**config.mk**
```make
export PLATFORM = sky130hd
export DESIGN_NAME = neopixel_frame_ctrl_flat
export DESIGN_NICKNAME = d
export VERILOG_FILES = /design/src/rtl/neopixel_frame_ctrl_if.sv /design/src/rtl/neopixel_frame_ctrl.sv /design/src/flat_wrapper.sv
export SDC_FILE = /design/constraint.sdc
export NUM_CORES = 2
export LEC_CHECK = 0
export CAP_MARGIN = 20
export CORE_AREA = 5 5 369 281
export CTS_CLUSTER_DIAMETER = 120
export DETAILED_ROUTE_END_ITERATION = 10
export DIE_AREA = 0 0 374 286
export PLACE_DENSITY = 0.75
export SYNTH_ARGS = -nofsm -noshare
export SYNTH_HDL_FRONTEND = slang
export SYNTH_SLANG_ARGS = --single-unit
```
**constraint.sdc**
```tcl
create_clock -name clk_16MHz -period 5 [get_ports clk_16MHz]
set_input_delay 0.75 -clock clk_16MHz [delete_from_list [all_inputs] [get_ports clk_16MHz]]
set_output_delay 0.75 -clock clk_16MHz [all_outputs]
set_load 0.01 [all_outputs]
```
**src/rtl/neopixel_frame_ctrl_if.sv**
```systemverilog
// Pixel write port of the neopixel frame controller: valid/ready handshake carrying address and pixel word.
interface neopixel_frame_ctrl_if #(
    parameter int NUM_PIXELS = 24
);
    localparam int ADDR_W = (NUM_PIXELS > 1) ? $clog2(NUM_PIXELS) : 1;

    logic              wr_valid;
    logic              wr_ready;
    logic [ADDR_W-1:0] wr_addr;
    logic [23:0]       wr_data;

    modport master (
        output wr_valid,
        output wr_addr,
        output wr_data,
        input  wr_ready
    );

    modport slave (
        input  wr_valid,
        input  wr_addr,
        input  wr_data,
        output wr_ready
    );
endinterface

```
**src/rtl/neopixel_frame_ctrl.sv**
```systemverilog
// Frame scheduler with back/front pixel buffers feeding the neopixel serial driver.
// Optional per-byte brightness scaling is enabled by defining NEOPIXEL_BRIGHTNESS_EN.
module neopixel_frame_ctrl #(
    parameter int NUM_PIXELS  = 24,
    parameter int FRAME_TICKS = 266667,
    parameter int TX_TICKS    = 12520
) (
    input  logic                    clk_16MHz,
    input  logic                    rst_n,
    neopixel_frame_ctrl_if.slave    wr_if,
    input  logic                    commit_i,
    input  logic [7:0]              brightness_i,
    output logic                    start_tx_o,
    output logic [24*NUM_PIXELS-1:0] data_out_o,
    output logic                    frame_busy_o,
    output logic [15:0]             frame_count_o
);
    localparam int ADDR_W  = (NUM_PIXELS > 1) ? $clog2(NUM_PIXELS) : 1;
    localparam int TIMER_W = $clog2(FRAME_TICKS);
    localparam int TXC_W   = (TX_TICKS > 1) ? $clog2(TX_TICKS) : 1;

    typedef enum logic [1:0] {IDLE, LATCH, TX} state_t;

    state_t             state_q, state_d;
    logic [TIMER_W-1:0] timer_q, timer_d;
    logic [ADDR_W-1:0]  index_q, index_d;
    logic [TXC_W-1:0]   tx_cnt_q, tx_cnt_d;
    logic               pending_q, pending_d;
    logic [15:0]        frame_count_q, frame_count_d;
    logic [23:0]        back_q  [NUM_PIXELS];
    logic [23:0]        front_q [NUM_PIXELS];

    logic tick, last_px, tx_done, launch, wr_accept;

`ifdef NEOPIXEL_BRIGHTNESS_EN
    logic [7:0] bright_q, bright_d;

    // Each byte scaled by (brightness+1)/256 so 0xFF passes bytes through unchanged.
    function automatic logic [23:0] scale(input logic [23:0] px, input logic [7:0] br);
        logic [23:0] res;
        res = '0;
        for (int b = 0; b < 3; b++)
            res[8*b +: 8] = 8'((16'(px[8*b +: 8]) * (16'(br) + 16'd1)) >> 8);
        return res;
    endfunction
`else
    logic brightness_unused;
    assign brightness_unused = ^brightness_i;

    function automatic logic [23:0] scale(input logic [23:0] px);
        return px;
    endfunction
`endif

    assign tick      = (timer_q == TIMER_W'(FRAME_TICKS - 1));
    assign last_px   = (index_q == ADDR_W'(NUM_PIXELS - 1));
    assign tx_done   = (tx_cnt_q == TXC_W'(TX_TICKS - 1));
    // A commit arriving on the tick edge itself still launches this frame.
    assign launch    = (state_q == IDLE) && tick && (pending_q || commit_i);
    assign wr_accept = wr_if.wr_valid && wr_if.wr_ready && (32'(wr_if.wr_addr) < NUM_PIXELS);

    always_ff @(posedge clk_16MHz or negedge rst_n) begin
        if (!rst_n) state_q <= IDLE;
        else        state_q <= state_d;
    end

    always_comb begin
        state_d = state_q;
        unique case (state_q)
            IDLE:    if (launch)  state_d = LATCH;
            LATCH:   if (last_px) state_d = TX;
            TX:      if (tx_done) state_d = IDLE;
            default: state_d = IDLE;
        endcase
    end

    always_comb begin
        wr_if.wr_ready = (state_q != LATCH);
        start_tx_o     = (state_q == TX);
        frame_busy_o   = (state_q != IDLE);
    end

    always_comb begin
        timer_d       = tick ? '0 : timer_q + TIMER_W'(1);
        index_d       = (state_q == LATCH && !last_px) ? index_q + ADDR_W'(1) : '0;
        tx_cnt_d      = (state_q == TX && !tx_done) ? tx_cnt_q + TXC_W'(1) : '0;
        pending_d     = launch ? 1'b0 : (pending_q | commit_i);
        frame_count_d = (state_q == TX && tx_done) ? frame_count_q + 16'd1 : frame_count_q;
`ifdef NEOPIXEL_BRIGHTNESS_EN
        bright_d      = launch ? brightness_i : bright_q;
`endif
    end

    always_ff @(posedge clk_16MHz or negedge rst_n) begin
        if (!rst_n) begin
            timer_q       <= '0;
            index_q       <= '0;
            tx_cnt_q      <= '0;
            pending_q     <= 1'b0;
            frame_count_q <= '0;
`ifdef NEOPIXEL_BRIGHTNESS_EN
            bright_q      <= '0;
`endif
        end else begin
            timer_q       <= timer_d;
            index_q       <= index_d;
            tx_cnt_q      <= tx_cnt_d;
            pending_q     <= pending_d;
            frame_count_q <= frame_count_d;
`ifdef NEOPIXEL_BRIGHTNESS_EN
            bright_q      <= bright_d;
`endif
        end
    end

    // Back buffer is written only outside LATCH, so the copy sees a stable frame.
    always_ff @(posedge clk_16MHz or negedge rst_n) begin
        if (!rst_n) begin
            for (int i = 0; i < NUM_PIXELS; i++) begin
                back_q[i]  <= '0;
                front_q[i] <= '0;
            end
        end else begin
            if (wr_accept)
                back_q[wr_if.wr_addr] <= wr_if.wr_data;
            if (state_q == LATCH)
`ifdef NEOPIXEL_BRIGHTNESS_EN
                front_q[index_q] <= scale(back_q[index_q], bright_q);
`else
                front_q[index_q] <= scale(back_q[index_q]);
`endif
        end
    end

    always_comb begin
        data_out_o = '0;
        for (int i = 0; i < NUM_PIXELS; i++)
            data_out_o[24*(NUM_PIXELS-i)-1 -: 24] = front_q[i];
    end

    assign frame_count_o = frame_count_q;
endmodule
```
**src/flat_wrapper.sv**
```systemverilog
// flat-port wrapper written by rule: the top's interface ports become plain ports
module neopixel_frame_ctrl_flat 
#(
    parameter int NUM_PIXELS  = 24,
    parameter int FRAME_TICKS = 266667,
    parameter int TX_TICKS    = 12520
)
  (clk_16MHz, rst_n, commit_i, brightness_i, start_tx_o, data_out_o, frame_busy_o, frame_count_o, wr_if_wr_valid, wr_if_wr_addr, wr_if_wr_data, wr_if_wr_ready);
  neopixel_frame_ctrl_if #(.NUM_PIXELS(NUM_PIXELS)) wr_if_i ();
  input  logic clk_16MHz;
  input  logic rst_n;
  input  logic commit_i;
  input  logic [7:0] brightness_i;
  output logic start_tx_o;
  output logic [24*NUM_PIXELS-1:0] data_out_o;
  output logic frame_busy_o;
  output logic [15:0] frame_count_o;
  input wire logic [$bits(wr_if_i.wr_valid)-1:0] wr_if_wr_valid;
  input wire logic [$bits(wr_if_i.wr_addr)-1:0] wr_if_wr_addr;
  input wire logic [$bits(wr_if_i.wr_data)-1:0] wr_if_wr_data;
  output wire logic [$bits(wr_if_i.wr_ready)-1:0] wr_if_wr_ready;
  assign wr_if_i.wr_valid = wr_if_wr_valid;
  assign wr_if_i.wr_addr = wr_if_wr_addr;
  assign wr_if_i.wr_data = wr_if_wr_data;
  assign wr_if_wr_ready = wr_if_i.wr_ready;
  neopixel_frame_ctrl #(.NUM_PIXELS(NUM_PIXELS), .FRAME_TICKS(FRAME_TICKS), .TX_TICKS(TX_TICKS)) u_core (.clk_16MHz(clk_16MHz), .rst_n(rst_n), .wr_if(wr_if_i), .commit_i(commit_i), .brightness_i(brightness_i), .start_tx_o(start_tx_o), .data_out_o(data_out_o), .frame_busy_o(frame_busy_o), .frame_count_o(frame_count_o));
endmodule
```
==> flow_metrics.py <==
metrics = {
    "routing": {
        "wire_per_inst_um": 25.4,
        "postRouteAntennaNets": 0,
        "first_iter_violations": 2989,
        "via_per_inst": 5.75,
        "drc": 0,
        "route.vias.total": 34600,
        "dr.pass1.iters": 5,
        "drt_wl_total_mm": 153,
    },
    "yosys": {
        "synth_commonest_cells": "1209 x dfrtp_1, 417 x mux2_2, 395 x nor2_1",
        "yosysSeqAreaShare": 0.613,
        "syn-instance-count": 4068,
        "synth_largest_area_cell": "dfrtp_1",
        "yosysWarnings": 0,
        "syn_area_um2": 49400,
        "synth_top_area_share": 0.613,
        "synth.area.top_cells": "dfrtp_1 61%, mux2_2 9.5%, mux2i_1 5.8%",
        "synth_seq_cells": 1209,
        "ys_types": 45,
        "synth_top_flop_cell": "dfrtp_1",
        "yosysMostFrequentCell": "dfrtp_1",
        "syn_avg_cell_area_um2": 12.1,
        "synth_edf_count": 0,
        "synth_nets": 4117,
        "synthArstFlopShare": 1.00,
    },
    "setup_path": {
        "cp.arrival_ns": 4.19,
        "worstPathMaxFanout": 56,
        "crit_slowest_cell": "dfrtp_4",
        "criticalPathCategory": "register to register",
        "crit_chain": "buf_12 -> mux2i_1 -> o22ai_1 -> nor4_2 -> buf_4 -> and2_1 -> a21oi_1",
        "max_stage_delay_ns": 1.12,
        "worst_setup_path_end_kind": "register",
        "cp.required_ns": 5.56,
        "start_kind": "register",
    },
    "clock_network": {
        "clock-sinks": 1209,
        "clock_path_buffers": 3,
        "root_buffer": "clkbuf_16",
        "cts.repair.resized": 0,
        "cts_tree": "built",
        "cts_buffers": 111,
        "postCtsSetupRepairBufs": 0,
        "clk_pin_slew_ns": 0.07,
        "cts-hold-fix-buffers": 0,
        "htreeDepth": 3,
        "clock_insertion_delay_worst_skew_ns": 0.74,
    },
    "sta": {
        "tns_ns": 0,
        "hold_viol_final": 0,
        "finClkSkew_ns": 0.0472,
        "timing.final.ws_setup_ns": 1.37,
        "period_share": 0.726,
        "fmax_ghz": 0.275,
        "setup_viol": 0,
        "report.final.slew_viol_count": 0,
        "finalCriticalPeriod_ns": 3.63,
        "rsz0062_at_grt": "no",
        "worstMarginPinSlew_ns": 1.16,
        "relSlewSlack": 0.222,
    },
    "cells_and_area": {
        "area_growth_pct": 23.7,
        "nets": 4639,
        "fillCellCount": 7720,
        "drive_gt1_frac": 0.169,
    },
    "placed_design": {
        "io_buffers": 627,
        "dp_slack_ns": 1.33,
        "dp_hpwl_mm": 101,
        "gp_congestion": 0.853,
    },
    "die": {
        "floorplan.core_area_um2": 100000,
        "die-width_um": 374,
        "die_h_um": 286,
        "dieArea_um2": 107000,
        "placementRows": 101,
        "initial_utilization": 0.494,
        "num_io_pins": 636,
    },
    "global_route": {
        "antenna_found_initial": 10,
        "grt_pass1_vias": 34300,
        "grt_use_total": 0.281,
        "gr-total-overflow": 0,
        "grt_max_degree": 142,
        "grt_pass1_wl_mm": 227,
    },
    "min_path": {
        "hold_class": "input pin to asynchronous set/reset pin",
    },
    "pwr": {
        "cellPowerDensity_nw_per_um2": 338,
        "vdd_ir_drop_max_mv": 0.303,
        "power_leakage_uw": 0.0271,
    },
    "outcome": {
        "outcome": "completed",
    },
    "flow_run": {
        "drv_cap": 0,
    },
}
final cells by class:
type                       instances  area (um2)  area share
multi-input combinational       2503       17800       0.291
timing repair buffer             752        7500       0.123
clock inverter                    41         563     0.00922
inverter                          13        48.8    0.000799
tap                             1339        1680      0.0274
sequential                      1209       30300       0.496
antenna                            4        10.0    0.000164
clock buffer                     161        3230      0.0528
sequential cells by signal, indices dropped and copies added, names as in the netlist:
name                  count
u_core.timer_q           19
u_core.index_q            5
u_core.tx_cnt_q          14
u_core.data_out_o       576
u_core.back_q           576
u_core.state_q            2
u_core.pending_q          1
u_core.frame_count_o     16
path summary, 6_finish.rpt:
path	startpoint	end	slack, ns	depth (start not counted)
min reg2reg	u_core.tx_cnt_q[0]	u_core.tx_cnt_q[0]	0.46	1
max in group asynchronous	rst_n	u_core.data_out_o[395]	3.62	2
min	rst_n	u_core.timer_q[11]	0.10	1
max reg2reg	u_core.index_q[1]	u_core.data_out_o[266]	1.37	7
max	u_core.index_q[1]	u_core.data_out_o[266]	1.37	7
min in group clk_16MHz	u_core.tx_cnt_q[0]	u_core.tx_cnt_q[0]	0.46	1
cell usage in the layout (no fill, tap or decap), types with 20 or more instances in the layout:
cell type / synthesis / final
dfrtp_1: 1209 / 1208
clkdlybuf4s50_1: 0 / 626
mux2_2: 417 / 417
nor2_1: 395 / 375
a21oi_1: 303 / 303
nand2_1: 296 / 296
mux2i_1: 288 / 288
o21ai_0: 265 / 265
mux2_1: 160 / 160
o22ai_1: 144 / 144
clkbuf_16: 0 / 111
buf_4: 10 / 104
and2_1: 26 / 26
clkbuf_8: 0 / 26
nand3_1: 27 / 25
nor4_2: 0 / 25
xnor2_1: 24 / 24
clkbuf_1: 199 / 24
clkinv_2: 0 / 22
xor2_1: 20 / 20
power by group:
| part | leakage [uW] | switching [uW] | internal (uW) |
|---|---|---|---|
| clock network | 0.00188 | 3820 | 5020 |
| logic | 0.00864 | 772 | 520 |
| registers | 0.0166 | 234 | 10200 |
| total | 0.0271 | 4830 | 15800 |
per-stage QoR:
| stage | util | power (uW) | hold slack [ns] | instances | instance area [um2] |
|---|---|---|---|---|---|
| after floorplan | - | 11300 | 0.433 | 4068 | 49400 |
| after global placement | 0.571 | 11900 | 0.448 | 5809 | 57100 |
| after detailed placement | 0.572 | 11900 | 0.460 | 5811 | 57100 |
| after CTS | 0.610 | 20700 | 0.0951 | 6013 | 60900 |
| after global routing | 0.611 | 21300 | 0.137 | 6020 | 61100 |
| final | 0.611 | 20600 | 0.105 | 6022 | 61100 |
worst max-delay path, delay by kind of cell (launching register included):
family                 cells  cell delay [ns]
buffers and inverters      2             0.92
and+or+nand+nor            2             0.81
DFF                        1             1.12
muxes                      1             0.25
AOI/OAI and AO/OA          2             0.23
cell families after synthesis:
| group | Yosys count | synth area share |
|---|---|---|
| DFF | 1209 | 0.613 |
| buffers and inverters | 356 | 0.0329 |
| muxes | 865 | 0.190 |
| AOI/OAI and AO/OA | 729 | 0.0782 |
| adders and majority gates | 8 | 0.00203 |
| and+or+nand+nor | 857 | 0.0761 |
| xor gates and xnor gates | 44 | 0.00781 |
per-layer routing:
layer | vias to the layer above | share of wire | track usage
met3 | 348 | 0.077 | 0.0655
met2 | 1301 | 0.46 | 0.435
met4 | 4 | 0.049 | 0.126
li1 | 15100 | - | -
met5 | - | 0.00014 | 0
met1 | 17800 | 0.41 | 0.381
(Power assumes the default switching activity.)
